## config.mk

```make
export PLATFORM = sky130hd
export DESIGN_NAME = gate_truth_table_analyzer
export DESIGN_NICKNAME = d
export VERILOG_FILES = /design/src/rtl/gate_id_pkg.sv /design/src/rtl/gate_classifier.sv /design/src/rtl/gate_truth_table_analyzer.sv
export SDC_FILE = /design/constraint.sdc
export NUM_CORES = 1
export LEC_CHECK = 0
export CELL_PAD_IN_SITES_DETAIL_PLACEMENT = 1
export CELL_PAD_IN_SITES_GLOBAL_PLACEMENT = 2
export CORE_ASPECT_RATIO = 1.75
export CORE_MARGIN = 5
export CORE_UTILIZATION = 31
export CTS_CLUSTER_DIAMETER = 150
export DETAILED_ROUTE_END_ITERATION = 8
export PLACE_DENSITY = 0.84
export SETUP_SLACK_MARGIN = 0.4
export SKIP_CTS_REPAIR_TIMING = 1
export SKIP_LAST_GASP = 1
export SLEW_MARGIN = 20
export SYNTH_ARGS = -nofsm -noshare
export SYNTH_HDL_FRONTEND = slang
export SYNTH_SLANG_ARGS = --single-unit
export TNS_END_PERCENT = 20
```

## constraint.sdc

```tcl
create_clock -name clk -period 2.02 [get_ports clk]
set_clock_uncertainty 0.2 [all_clocks]
set_input_delay 0.404 -clock clk [delete_from_list [all_inputs] [get_ports clk]]
set_output_delay 0.404 -clock clk [all_outputs]
set_load 0.005 [all_outputs]
```

## src/rtl/gate_id_pkg.sv

```systemverilog
// Shared definitions for the 2-input gate truth-table analyzer.
// Holds the gate code values, the 4-bit truth-table signature of each gate
// (tt[i] = y for (a,b) = (i[1],i[0])) and the sweep FSM state encoding.
package gate_id_pkg;

    localparam int unsigned TT_W      = 4;
    localparam int unsigned CODE_W    = 3;
    localparam int unsigned IDX_W     = 2;
    localparam int unsigned VEC_COUNT = 4;

    localparam logic [CODE_W-1:0] GATE_AND     = 3'd0;
    localparam logic [CODE_W-1:0] GATE_OR      = 3'd1;
    localparam logic [CODE_W-1:0] GATE_NOT_A   = 3'd2;
    localparam logic [CODE_W-1:0] GATE_NAND    = 3'd3;
    localparam logic [CODE_W-1:0] GATE_NOR     = 3'd4;
    localparam logic [CODE_W-1:0] GATE_XOR     = 3'd5;
    localparam logic [CODE_W-1:0] GATE_XNOR    = 3'd6;
    localparam logic [CODE_W-1:0] GATE_UNKNOWN = 3'd7;

    localparam logic [TT_W-1:0] TT_AND   = 4'b1000;
    localparam logic [TT_W-1:0] TT_OR    = 4'b1110;
    localparam logic [TT_W-1:0] TT_NOT_A = 4'b0011;
    localparam logic [TT_W-1:0] TT_NAND  = 4'b0111;
    localparam logic [TT_W-1:0] TT_NOR   = 4'b0001;
    localparam logic [TT_W-1:0] TT_XOR   = 4'b0110;
    localparam logic [TT_W-1:0] TT_XNOR  = 4'b1001;

    typedef enum logic [1:0] {
        ST_IDLE     = 2'd0,
        ST_DRIVE    = 2'd1,
        ST_CLASSIFY = 2'd2,
        ST_DONE     = 2'd3
    } state_t;

endpackage

```

## src/rtl/gate_classifier.sv

```systemverilog
// Combinational decoder from a captured 4-entry truth table to a gate code.
// Ports:
//   tt      in  4  truth table, tt[i] = y for (a,b) = (i[1],i[0])
//   code_c  out 3  gate code, GATE_UNKNOWN for any unrecognised pattern
//   match_c out 1  high when the pattern is one of the known gates
module gate_classifier
    import gate_id_pkg::*;
(
    input  logic [TT_W-1:0]   tt,
    output logic [CODE_W-1:0] code_c,
    output logic              match_c
);

    // Constant, NOT_B and all other patterns fall through to unknown.
    always_comb begin
        code_c = GATE_UNKNOWN;
        case (tt)
            TT_AND:   code_c = GATE_AND;
            TT_OR:    code_c = GATE_OR;
            TT_NOT_A: code_c = GATE_NOT_A;
            TT_NAND:  code_c = GATE_NAND;
            TT_NOR:   code_c = GATE_NOR;
            TT_XOR:   code_c = GATE_XOR;
            TT_XNOR:  code_c = GATE_XNOR;
            default:  code_c = GATE_UNKNOWN;
        endcase
        match_c = (code_c != GATE_UNKNOWN);
    end

endmodule

```

## src/rtl/gate_truth_table_analyzer.sv

```systemverilog
// Drives the four operand combinations into a 2-input gate under test,
// samples its output after a settle interval, builds the truth table and
// classifies the gate.
// Ports:
//   clk          in   1  clock, all state on rising edge
//   rst          in   1  synchronous active-high reset
//   start        in   1  sweep request, honoured only in IDLE
//   y_in         in   1  gate-under-test output (synchronous to clk)
//   a_out, b_out out  1  operands driven to the gate under test
//   busy         out  1  sweep/classify in progress
//   done         out  1  one-cycle pulse, results valid
//   truth_table  out  4  captured table, held until the next done
//   gate_code    out  3  decoded gate, 7 = unknown
//   match        out  1  gate_code is a known gate
module gate_truth_table_analyzer
    import gate_id_pkg::*;
#(
    parameter int unsigned SETTLE_CYCLES = 2
) (
    input  logic              clk,
    input  logic              rst,
    input  logic              start,
    input  logic              y_in,
    output logic              a_out,
    output logic              b_out,
    output logic              busy,
    output logic              done,
    output logic [TT_W-1:0]   truth_table,
    output logic [CODE_W-1:0] gate_code,
    output logic              match
);

    localparam int unsigned      CNT_W    = $clog2(SETTLE_CYCLES + 1);
    localparam logic [CNT_W-1:0] CNT_LAST = CNT_W'(SETTLE_CYCLES - 1);
    localparam logic [IDX_W-1:0] IDX_LAST = IDX_W'(VEC_COUNT - 1);

    state_t            state;
    logic [IDX_W-1:0]  idx;
    logic [CNT_W-1:0]  cnt;
    logic [TT_W-1:0]   tt_q;
    logic [CODE_W-1:0] code_c;
    logic              match_c;

    gate_classifier u_classifier (
        .tt      (tt_q),
        .code_c  (code_c),
        .match_c (match_c)
    );

    // Sweep FSM with registered operand and result outputs.
    always_ff @(posedge clk) begin
        if (rst) begin
            state       <= ST_IDLE;
            idx         <= '0;
            cnt         <= '0;
            tt_q        <= '0;
            a_out       <= 1'b0;
            b_out       <= 1'b0;
            busy        <= 1'b0;
            done        <= 1'b0;
            truth_table <= '0;
            gate_code   <= GATE_UNKNOWN;
            match       <= 1'b0;
        end else begin
            done <= 1'b0;
            case (state)
                ST_IDLE: begin
                    a_out <= 1'b0;
                    b_out <= 1'b0;
                    if (start) begin
                        idx   <= '0;
                        cnt   <= '0;
                        tt_q  <= '0;
                        busy  <= 1'b1;
                        state <= ST_DRIVE;
                    end
                end
                ST_DRIVE: begin
                    // Sample on the last held cycle of the current vector.
                    if (cnt == CNT_LAST) begin
                        tt_q[idx] <= y_in;
                        cnt       <= '0;
                        if (idx == IDX_LAST) begin
                            a_out <= 1'b0;
                            b_out <= 1'b0;
                            state <= ST_CLASSIFY;
                        end else begin
                            idx            <= idx + IDX_W'(1);
                            {a_out, b_out} <= idx + IDX_W'(1);
                        end
                    end else begin
                        cnt <= cnt + CNT_W'(1);
                    end
                end
                ST_CLASSIFY: begin
                    truth_table <= tt_q;
                    gate_code   <= code_c;
                    match       <= match_c;
                    done        <= 1'b1;
                    busy        <= 1'b0;
                    state       <= ST_DONE;
                end
                ST_DONE: begin
                    state <= ST_IDLE;
                end
                default: begin
                    state <= ST_IDLE;
                end
            endcase
        end
    end

endmodule

```

==> flow_metrics.tcl <==
set metrics [dict create \
    met1_length_um 1040 \
    grt_pass1_wl_um 4280 \
    hpwl_um 2020 \
    drc 0 \
    cts.path.max_buffers 2 \
    max_freq_mhz 583 \
    drive_gt1_frac 0.186 \
    place_area_mm2 0.00126 \
    insertedDiodeCount 0 \
    die_h_um 87.0 \
    synth-seq-cells 22 \
    die_x_um 54.0 \
    antenna_found_initial 0 \
    worstSetupEndpointType "output port" \
    cts.reportedPaths.clkPinSlew_ns 0.08 \
    tightest_slew_ns 0.362 \
    synth_mux_area_frac 0.0857 \
    synth_adder_area_share 0.0833 \
    syn-instance-count 120 \
    clk_latency_ns 0.26 \
    synth_top_family_by_area "simple AND/OR/NAND/NOR gates" \
    syn-cell-area_mm2 0.00105 \
    syn_to_final_growth_pct 32.3 \
    crit_end "b_out" \
    rsz0062_at_grt "true" \
    start_util 0.316 \
    coreArea_mm2 0.00333 \
    synth_edf_count 0 \
    reg2reg_depth 7 \
    portBuffers 15 \
    yosysTopAreaCell "dfxtp_1" \
    path_cells "clkdlybuf4s50_1" \
    wire_per_inst_um 14.3 \
    synth_fp_nets 131 \
    yosysSeqAreaShare 0.419 \
    cp_slowest_stage_delay_ns 0.52 \
    max-slew-margin-rel 0.757 \
    drtAntennaViolNets 0 \
    critPathTopFamily "buffers and inverters" \
    ir_worst_vdd_mv 0.718 \
    critPathKind "reg -> out" \
    num_rows 28 \
    critPathRequiredTime_ns 1.42 \
    r2r-start "state[0]$_SDFFE_PP0P_" \
    fillers 403 \
    layout.nets 153 \
    routed_via_density 4.91 \
    fin_crit_ns 1.71 \
    htreeDepth 1 \
    cp_num_buf_inv 1 \
    dr.pass1.iters 3 \
    met2WireLength_um 1510 \
    dieArea_mm2 0.00470 \
    final_area_mm2 0.00139 \
    grt_pass1_vias 946 \
    path_max_fanout 2 \
    reg2reg_slack_ns 0.38 \
    cp.arrival_ns 1.11 \
    cp.depth 1 \
    start_kind "flop" \
    numCtsBuffers 3 \
    top_layer "met4" \
    cts_tree "yes" \
    startpoint "b_out$_SDFFE_PP0P_" \
    maxCapViolCount 0 \
    slowest_stage "clkdlybuf4s50_1" \
    ioPinCount 16 \
    p_per_area_mw_per_mm2 1190 \
    yosysTopAreaCellShare 0.419 \
    final_common_cell "dfxtp_1" \
    vias 909 \
    dr_wl_met3_um 82 \
    setup_violations 0 \
    synth_cell_types 32 \
    outcome "finished clean" \
    grt_usage 0.123 \
    r2r-end "tt_q[3]$_SDFFE_PP0P_" \
    tns_ns 0 \
    yosys_warnings 0 \
    synthFlopType "dfxtp_1" \
    synth-xor-area-share 0.0167 \
    synth-simple-area-share 0.183 \
    multi_input_area_um2 604 \
    synth_compound_area_frac 0.155 \
    finalHoldViolCount 0 \
    most-common-layout-cells "dfxtp_1, nor2_1, clkdlybuf4s50_1, mux2i_1" \
    p_leak_nw 0.549 \
    min_path_type "reg -> reg" \
    gr-total-overflow 0 \
    clock-sinks 22 \
    routabilityCongestion 0.712 \
    slew_viol_final 0 \
    grt_max_degree 12 \
    register_area_um2 448 \
    syn_avg_cell_area_um2 8.76 \
    root_buffer "clkbuf_8" \
    totalWireLength_um 2650 \
    drt_iter0_markers 9 \
    yosys-top-cells-area "dfxtp_1, mux2i_1, ha_1, nor2_1, a21oi_1" \
    synthArstFlopShare 0 \
    fin_crit_sh 0.849 \
]
[metal layers]
layer | vias up | global-route usage
li1 | 451 | -
met1 | 447 | 0.132
met2 | 9 | 0.225
met3 | 2 | 0.0172
met4 | 0 | 0.0544
met5 | - | 0
[area by class of cell]
class / count / area share
Inverter: 6 / 0.0180
Sequential cell: 22 / 0.322
Clock buffer: 3 / 0.0297
Timing Repair Buffer: 23 / 0.155
Multi-Input combinational cell: 86 / 0.435
Tap cell: 45 / 0.0405
[synthesized netlist by cell type, drive strengths merged, types with 2 or more instances]
cell type and n:
dfxtp 22, nor2 18, a21oi 10, mux2i 9
nand2 9, ha 7, o21ai 7, inv 6
buf 5, a211oi 2, a21boi 2, a22oi 2
a31oi 2, nand3 2, nor3 2, nor3b 2
[how the worst min path moves through the flow]
stage          cells past startpoint                      start                   endpoint
6_report                           2  gate_code[1]$_SDFFE_PP1P_  gate_code[1]$_SDFFE_PP1P_
3_3_place_gp                       2  gate_code[1]$_SDFFE_PP1P_  gate_code[1]$_SDFFE_PP1P_
2_1_floorplan                      2  gate_code[1]$_SDFFE_PP1P_  gate_code[1]$_SDFFE_PP1P_
4_1_cts                            2  gate_code[1]$_SDFFE_PP1P_  gate_code[1]$_SDFFE_PP1P_
5_1_grt                            1        cnt[1]$_SDFFE_PP0P_        cnt[1]$_SDFFE_PP0P_
3_5_place_dp                       2  gate_code[1]$_SDFFE_PP1P_  gate_code[1]$_SDFFE_PP1P_
[per-stage QoR]
step,total power [mW],std cells,setup WS (ns),hold slack [ns],util
finish,1.66,185,0.306,0.283,0.418
global route,1.78,185,0.263,0.316,0.418
CTS,1.51,182,0.174,0.292,0.390
detailed placement,1.24,179,0.0428,0.274,0.378
global placement,1.20,179,0.0759,0.258,0.378
floorplan,0.998,120,0.435,0.265,-
[registers in the layout (all words and copies together) (netlist names)]
name and cells:
done 1, truth_table 4, idx 2, state 2, tt_q 4, cnt 2, gate_code 3, a_out 1
b_out 1, match 1, busy 1
[kinds of logic after synthesis]
logic type	Yosys count
flip-flops	22
XOR/XNOR	2
buffers and inverters	12
AO/OA/AOI/OAI	27
adder cells (fa/ha/maj)	7
multiplexers	9
AND/OR/NAND/NOR	41
[power breakdown]
part / internal, mW / switching, mW / leakage, nW
Sequential: 0.523 / 0.0642 / 0.180
Combinational: 0.388 / 0.413 / 0.347
Clock: 0.133 / 0.135 / 0.0216
No activity file was read; power rests on OpenSTA's default activity.
